**config.mk**
```make
export PLATFORM = sky130hd
export DESIGN_NAME = l2_line_arbiter
export DESIGN_NICKNAME = d
export VERILOG_FILES = /design/src/rtl/l2_line_arbiter_pkg.sv /design/src/rtl/arb_watchdog.sv /design/src/rtl/l2_line_arbiter.sv
export SDC_FILE = /design/constraint.sdc
export NUM_CORES = 2
export LEC_CHECK = 0
export BUFFER_PORTS_ARGS = -buffer_cell sky130_fd_sc_hd__buf_2
export CAP_MARGIN = 20
export CORE_AREA = 2 2 535 537
export CTS_CLUSTER_DIAMETER = 50
export DETAILED_ROUTE_END_ITERATION = 8
export DIE_AREA = 0 0 537 539
export PLACE_DENSITY = 0.35
export SETUP_SLACK_MARGIN = 0.15
export SLEW_MARGIN = 30
export SYNTH_ARGS = -nofsm -noshare
export SYNTH_HDL_FRONTEND = slang
export SYNTH_HIERARCHICAL = 1
export SYNTH_SLANG_ARGS = --single-unit
```
**constraint.sdc**
```tcl
create_clock -name clk -period 2.4 [get_ports clk]
set_clock_uncertainty 0.05 [all_clocks]
set_input_delay 0.24 -clock clk [delete_from_list [all_inputs] [get_ports clk]]
set_output_delay 0.24 -clock clk [all_outputs]
set_load 0.005 [all_outputs]
```
**src/rtl/l2_line_arbiter_pkg.sv**
```systemverilog
// Shared types for the L2 line-port arbiter: FSM states, requester ids and line geometry.
package l2_line_arbiter_pkg;

  typedef enum logic [1:0] {
    IDLE,
    I_XFER,
    D_XFER
  } arb_state_t;

  typedef enum logic {
    SRC_I,
    SRC_D
  } arb_src_t;

  // 32-byte lines: the low five address bits select a byte within the line.
  localparam int LINE_OFFSET_BITS = 5;

endpackage

```
**src/rtl/arb_watchdog.sv**
```systemverilog
// Per-transaction watchdog: counts cycles spent in a transfer and raises a sticky
// error once the count reaches TIMEOUT. TIMEOUT of 0 keeps the flag low forever.
module arb_watchdog #(
  parameter int TIMEOUT = 1024
) (
  input  logic clk,
  input  logic rst,
  input  logic clear,
  input  logic active,
  output logic timeout_err
);

  localparam int CNT_W = (TIMEOUT > 0) ? $clog2(TIMEOUT + 1) : 1;
  localparam logic [CNT_W-1:0] LIMIT = CNT_W'(TIMEOUT);

  logic [CNT_W-1:0] count;

  // The flag sets on the same edge the counter lands on LIMIT; the counter then saturates.
  always_ff @(posedge clk) begin
    if (rst) begin
      count       <= '0;
      timeout_err <= 1'b0;
    end else if (clear) begin
      count <= '0;
    end else if (active && (count != LIMIT)) begin
      count <= count + CNT_W'(1);
      if ((TIMEOUT != 0) && ((count + CNT_W'(1)) == LIMIT))
        timeout_err <= 1'b1;
    end
  end

endmodule

```
**src/rtl/l2_line_arbiter.sv**
```systemverilog
// Shares the single L2 line port between the I-cache and D-cache, one transaction at a time,
// with round-robin on contention and a watchdog on hung L2 transfers.
module l2_line_arbiter
  import l2_line_arbiter_pkg::*;
#(
  parameter int ADDR_W  = 32,
  parameter int LINE_W  = 256,
  parameter int TIMEOUT = 1024
) (
  input  logic              clk,
  input  logic              rst,
  input  logic              i_read,
  input  logic [ADDR_W-1:0] i_address,
  output logic [LINE_W-1:0] i_line_o,
  output logic              i_resp_o,
  input  logic              d_read,
  input  logic              d_write,
  input  logic [ADDR_W-1:0] d_address,
  input  logic [LINE_W-1:0] d_line_i,
  output logic [LINE_W-1:0] d_line_o,
  output logic              d_resp_o,
  output logic              l2_read,
  output logic              l2_write,
  output logic [ADDR_W-1:0] l2_address,
  output logic [LINE_W-1:0] l2_wdata,
  input  logic [LINE_W-1:0] l2_rdata,
  input  logic              l2_resp,
  output logic              stall,
  output logic              timeout_err
);

  // Falls back to deriving the offset from LINE_W when the line is not the standard 32 bytes.
  localparam int OFFSET_BITS = ((LINE_W / 8) == (1 << LINE_OFFSET_BITS)) ?
                               LINE_OFFSET_BITS : $clog2(LINE_W / 8);
  localparam logic [ADDR_W-1:0] LINE_MASK = {ADDR_W{1'b1}} << OFFSET_BITS;

  arb_state_t        state;
  arb_src_t          last_grant;
  logic [LINE_W-1:0] i_line_q;
  logic [LINE_W-1:0] d_line_q;
  logic              i_req;
  logic              d_req;
  logic              grant;
  logic              grant_d;
  logic [ADDR_W-1:0] grant_addr;

  assign i_req = i_read;
  assign d_req = d_read | d_write;

  // On a tie the D side wins only if the I side owned the previous grant.
  always_comb begin
    grant      = (state == IDLE) && (i_req || d_req);
    grant_d    = d_req && (!i_req || (last_grant == SRC_I));
    grant_addr = (grant_d ? d_address : i_address) & LINE_MASK;
  end

  always_ff @(posedge clk) begin
    if (rst) begin
      state      <= IDLE;
      last_grant <= SRC_D;
      l2_read    <= 1'b0;
      l2_write   <= 1'b0;
      l2_address <= '0;
      l2_wdata   <= '0;
      i_line_q   <= '0;
      d_line_q   <= '0;
    end else begin
      case (state)
        IDLE: begin
          if (grant) begin
            l2_address <= grant_addr;
            l2_wdata   <= d_line_i;
            if (grant_d) begin
              state      <= D_XFER;
              last_grant <= SRC_D;
              l2_write   <= d_write;
              l2_read    <= ~d_write;
            end else begin
              state      <= I_XFER;
              last_grant <= SRC_I;
              l2_read    <= 1'b1;
              l2_write   <= 1'b0;
            end
          end
        end
        I_XFER: begin
          if (l2_resp) begin
            state    <= IDLE;
            l2_read  <= 1'b0;
            l2_write <= 1'b0;
            i_line_q <= l2_rdata;
          end
        end
        D_XFER: begin
          if (l2_resp) begin
            state    <= IDLE;
            l2_read  <= 1'b0;
            l2_write <= 1'b0;
            d_line_q <= l2_rdata;
          end
        end
        default: state <= IDLE;
      endcase
    end
  end

  // The completing cycle forwards l2_rdata straight through; afterwards the captured copy is shown.
  assign i_resp_o = (state == I_XFER) && l2_resp;
  assign d_resp_o = (state == D_XFER) && l2_resp;
  assign i_line_o = i_resp_o ? l2_rdata : i_line_q;
  assign d_line_o = d_resp_o ? l2_rdata : d_line_q;
  assign stall    = (i_read | d_read | d_write) & ~(i_resp_o | d_resp_o);

  arb_watchdog #(
    .TIMEOUT(TIMEOUT)
  ) u_watchdog (
    .clk        (clk),
    .rst        (rst),
    .clear      (grant),
    .active     (state != IDLE),
    .timeout_err(timeout_err)
  );

endmodule

```
; ---- Yosys cells after proc, flatten, opt, wreduce, memory -nomap -nowiden
; Index checks and enable logic that the tools add are counted.
[totals]
reg_bits = 812
latchBits = 0
ramBits = 0
mem_bits_ro = 0
word_cells = 60
n_memories = 0
[op_classes]
add_sub_neg = 1
mul = 0
n_div = 0
n_lt_le_gt_ge = 0
eq_ne = 6
shift = 0
n_mux = 15
bitwise = 9
n_reduce_logical = 19
[op_table]
columns = cell, n
row1 = 256-bit two-way mux, 2
row2 = 32-bit two-way mux, 1
row3 = "11-bit by 1-bit adder with 11-bit output, second input constant", 1
row4 = "11-bit == test, second input constant", 1
row5 = "11-bit != test, second input constant", 1
row6 = 2-bit AND reduction, 4
row7 = 1-bit two-way mux, 6
row8 = 2-bit two-way mux, 3
row9 = 3-bit AND reduction, 2
row10 = 1-bit logical AND, 5
row11 = 1-bit NOT, 4
row12 = 1-bit OR, 4
row13 = 1-bit one-hot mux with 2 select lines, 2
row14 = 2-bit one-hot mux with 2 select lines, 1
row15 = 2-bit nonzero test, 2
row16 = 2-bit OR reduction, 2
row17 = "2-bit by 1-bit == test with 1-bit output, second input constant", 1
row18 = "2-bit == test, second input constant", 1
row19 = 2-bit zero test, 1
row20 = 1-bit logical OR, 2
row21 = "2-bit by 1-bit != test with 1-bit output, second input constant", 1
row22 = "2-bit != test, second input constant", 1
row23 = 1-bit AND, 1
row24 = 1-bit zero test, 1

; ---- Logic depth before layout (Yosys ltp)
[depth]
depth_word = 6
depth_mapped = 9

; ---- Hierarchy
; Netlist, hierarchy kept.
[by_module_without_submodules]
columns = mod, instances, cells_each, area_per_inst_um2
row1 = l2_line_arbiter, 1, 2950, 29972.5
row2 = arb_watchdog, 1, 94, 782.0

; ---- Worst setup path after synthesis
; Ideal clock, no wire load.
[synth_timing]
kind = register to register
from = reg u_watchdog.count[0]
to = reg u_watchdog.count[9]
arrival_ns = 1.787
slack_ns = 0.493
path_stages_with_launch = 9
n_path_buf = 2
period_less_slack_ns = 1.907
path_cell_list = dfxtp_1 -> clkbuf_1 -> inv_1 -> ha_1 -> nand4bb_1 -> o31ai_2 -> buf_6 -> or4_1 -> a21oi_1
[synth_between]
elab_chain_cells = 2
word_cells_on_any_way = 3
[synth_rtl]
columns = item, line_no
row1 = "start, declared", arb_watchdog.sv:16  ; logic [CNT_W-1:0] count;
row2 = "start signal, assigned", arb_watchdog.sv:26  ; count <= count + CNT_W'(1);
row3 = "parallel branches: the longest is 2 deep, another holds 11-bit by 1-bit adder with 11-bit output", n/a
; Several ways; the timed one is not identified.
; A chain may end at the register's enable or synchronous reset.

; ---- Worst setup path in the final report
[layout_timing]
from = reg state[1]
to = out d_line_o[231]
[layout_between]
elab_chain_cells = 3
[layout_rtl]
columns = item, line_no
row1 = "start, declared", l2_line_arbiter.sv:37  ; arb_state_t state;
row2 = "start signal, assigned", l2_line_arbiter.sv:59  ; state <= IDLE;
row3 = "start signal, assigned", l2_line_arbiter.sv:74  ; state <= D_XFER;
row4 = "start signal, assigned", l2_line_arbiter.sv:79  ; state <= I_XFER;
row5 = 2-bit == test, l2_line_arbiter.sv:109  ; assign d_resp_o = (state == D_XFER) && l2_resp;
row6 = 1-bit logical AND, l2_line_arbiter.sv:109
row7 = 256-bit two-way mux, l2_line_arbiter.sv:111  ; assign d_line_o = d_resp_o ? l2_rdata : d_line_q;
row8 = "end, declared", l2_line_arbiter.sv:20  ; output logic [LINE_W-1:0] d_line_o,
; No other way between the ends.

==> results.sh <==
export IMPL_fmax_ghz=0.357
export IMPL_dieArea_um2=289000
export IMPL_status="finished with violations"
export IMPL_finalMaxSlewViolations=0
export IMPL_fin_area_um2=57200
export IMPL_grt_ovfl_total=0
export IMPL_ys_seq_area_share_pct=52.9
export IMPL_max_cap_violations=0
export IMPL_cts_tree="yes"
export IMPL_die_h_um=539
export IMPL_synth_edf_count=0
export IMPL_antenna_found_initial=126
export IMPL_core_area_um2=284000
export IMPL_cts_sinks=812
export IMPL_worst_pin_slew_ns=0.790
export IMPL_cts_buffers=157
export IMPL_totalWireLength_mm=216
export IMPL_worstHoldEndpoint="l2_wdata[55]$_SDFFE_PP0P_"
export IMPL_drive_gt1_share_pct=44.7
export IMPL_hold_viol_final=0
export IMPL_yosysMostFrequentCell="dfxtp_1"
export IMPL_gp_congestion=0.945
export IMPL_fin_setup_tns_ns=-161.65
export IMPL_max_slew_margin_pct=46.6
export IMPL_synth_warning_count=6
export IMPL_ant_nets=0
export IMPL_clk_pin_slew_ns=0.06
export IMPL_power_density_nw_per_um2=857
export IMPL_rsz0062_at_grt="yes"
export IMPL_reg2reg_to="l2_wdata[61]$_SDFFE_PP0P_"
export IMPL_worst_ep_required_time_ns=2.11
export IMPL_finalCriticalPeriod_ns=2.80
export IMPL_crit_chain="buf_6 -> ha_4 -> nand2_8 -> buf_12 -> clkinv_16 -> buf_16 -> mux2_2 -> buf_12"
export IMPL_min_from="d_line_i[55]"
export IMPL_finalCritPeriodShare_pct=117
export IMPL_rrSetupSlack_ns=0.28
export IMPL_place_hpwl_mm=169
export IMPL_vias=30600
export IMPL_grt_pass1_vias=30100
export IMPL_cp_slowest_cell="mux2_2"
export IMPL_grt_start_max_net_pins=80
export IMPL_insertion_delay_ns=0.78
export IMPL_clock_path_buffers=4
export IMPL_synthToLayoutAreaGrowth_pct=86.1
export IMPL_num_nets_final=5685
export IMPL_synth_area_per_cell_um2=10.1
export IMPL_async_flop_share_pct=0
export IMPL_ys_ff_latch=812
export IMPL_arrival_ns=2.51
export IMPL_slowest_delay_ns=0.39
export IMPL_timing_rr_start="state[0]$_SDFFE_PP0P_"
export IMPL_cp_start_kind="flip-flop"
export IMPL_htree_levels=4
export IMPL_place_ws_ns=0.141
export IMPL_synthesis_area_um2=30800
export IMPL_netlist_area_leader_share_pct=52.9
export IMPL_ir_worst_vdd_v=0.000482
export IMPL_crit_fanout=20
export IMPL_synth_distinct_cells=51
export IMPL_synth_flop_cell="dfxtp_1"
export IMPL_dpl_cell_area_um2=42800
export IMPL_synthTopCellsByCount="dfxtp_1 (812), nand2_1 (572), nor2b_1 (513)"
export IMPL_drt_iter0_markers=1526
export IMPL_synth_top_cell_by_area="dfxtp_1"
export IMPL_path_class="reg -> out"
export IMPL_rows=196
export IMPL_dr_pass1_iters=5
export IMPL_finalSetupViolations=514
export IMPL_cts_root_buf="clkbuf_16"
export IMPL_die_w_um=537
export IMPL_violations="negative setup slack"
export IMPL_r2r_cells=9
export IMPL_crit_path_end_kind="primary output"
export IMPL_grt_pass1_wl_mm=271
export IMPL_ios=1388
export IMPL_fin_ws_ns=-0.405
export IMPL_p_leak_nw=25.9
export IMPL_cp_common_cell="buf_12"
export IMPL_initial_utilization_pct=10.8
export IMPL_vias_per_cell=3.39
export IMPL_io_buffers=1372
export IMPL_netlist_top_cells_area="dfxtp_1 (53%), mux2_2 (19%), nor2b_1 (10%)"
export IMPL_wire_per_inst_um=23.9
export IMPL_drc=0
export IMPL_hp_class="in -> reg"
export IMPL_track_usage_pct=13.7
export IMPL_min_path_cells=4
export IMPL_synthCells=3044
## per-layer routing
| metal | part of all wire [%] | track usage [%] |
|---|---|---|
| met4 | 2.1 | 2.86 |
| met1 | 43 | 17.1 |
| met3 | 12 | 6.92 |
| met5 | 0.19 | 0 |
| met2 | 42 | 21.0 |
## final cells by class
type	count	area, um2
Inverter	11	104
Fill cell	31500	227000
Timing Repair Buffer	2106	16400
Clock inverter	75	1080
Tap cell	3762	4710
Clock buffer	203	4370
Sequential cell	812	16300
Antenna cell	58	145
Multi-Input combinational cell	2003	14100
Timing Repair inverter	5	123
## power breakdown
part	internal, W	switching [W]
clock	0.0150	0.00827
combinational	0.00482	0.00582
sequential	0.0146	0.000509
## metrics by stage
stage / util [%] / hold slack [ns] / power [W] / cells
after floorplan: - / 0.326 / 0.0190 / 3048
after global placement: 15.1 / 0.392 / 0.0241 / 8057
after detailed placement: 15.1 / 0.393 / 0.0242 / 8057
after CTS: 19.2 / 0.0793 / 0.0491 / 8922
after global routing: 20.1 / 0.135 / 0.0513 / 8993
final: 20.2 / 0.175 / 0.0490 / 9035
## placed cells by master, fill, tap and decap left out, types with 10 or more instances in the layout
master,count
clkinv_2,15
nor2_1,33
dlygate4sd3_1,572
buf_2,1220
mux2_2,371
nand2_1,571
dfxtp_1,810
buf_8,10
buf_12,63
clkbuf_16,181
diode_2,58
mux2_4,141
a311oi_1,28
clkbuf_1,21
nor2b_1,513
clkbuf_8,23
clkinvlp_4,10
buf_6,146
buf_16,20
buf_4,53
inv_6,16
bufinv_16,19
a21oi_1,266
## worst max path at each step
| stage | depth (start not counted) | slack [ns] | to | from |
|---|---|---|---|---|
| 2_1_floorplan | 8 | 0.49 | u_watchdog/count[9]$_SDFFE_PP0P_ | u_watchdog/count[0]$_SDFFE_PP0P_ |
| 3_3_place_gp | 7 | 0.13 | i_line_o[108] | state[1]$_SDFFE_PP0P_ |
| 3_5_place_dp | 7 | 0.14 | i_line_o[108] | state[1]$_SDFFE_PP0P_ |
| 4_1_cts | 8 | -0.60 | d_line_o[98] | state[0]$_SDFFE_PP0P_ |
| 5_1_grt | 8 | -0.56 | d_line_o[231] | state[0]$_SDFFE_PP0P_ |
| 6_report | 8 | -0.40 | d_line_o[231] | state[1]$_SDFFE_PP0P_ |
## registers in the layout (all words and copies together), names as in the netlist
| register | flops |
|---|---|
| l2_read | 1 |
| last_grant | 1 |
| l2_wdata | 256 |
| i_line_q | 256 |
| u_watchdog/count | 11 |
| l2_write | 1 |
| state | 2 |
| u_watchdog/timeout_err | 1 |
| d_line_q | 256 |
| l2_address | 27 |
## critical path, delay by kind of cell (launching register included)
kind | cells | cell delay [ns]
AND/OR/NAND/NOR | 1 | 0.10
adder cells (fa/ha/maj) | 1 | 0.14
buffers and inverters | 5 | 0.70
flip-flops | 1 | 0.34
multiplexers | 1 | 0.39
## logic make-up (layout without fill, tap and decap cells)
| group | count (synthesis) | count (layout) | synth area share [%] |
|---|---|---|---|
| and+or+nand+nor | 1154 | 1154 | 18.6 |
| other | 1 | 63 | 0.0122 |
| xor gates and xnor gates | 4 | 4 | 0.114 |
| AOI/OAI and AO/OA | 319 | 319 | 5.83 |
| buffers and inverters | 233 | 2400 | 3.48 |
| adders and majority gates | 7 | 7 | 0.285 |
| muxes | 514 | 514 | 18.8 |
| DFF | 812 | 812 | 52.9 |
## repair_timing
| item | 4_1_cts | 5_1_grt |
|---|---|---|
| pin swaps | 1 | 2 |
| gates resized for setup | 45 | 384 |
| endpoints found under the setup margin | 515 | 515 |
| endpoints found under the hold margin | 795 | 0 |
| hold buffers | 572 | 0 |
| gates cloned | 7 | 33 |
| setup buffers | 8 | 22 |
Note: power is estimated with default switching activity, not from simulation.
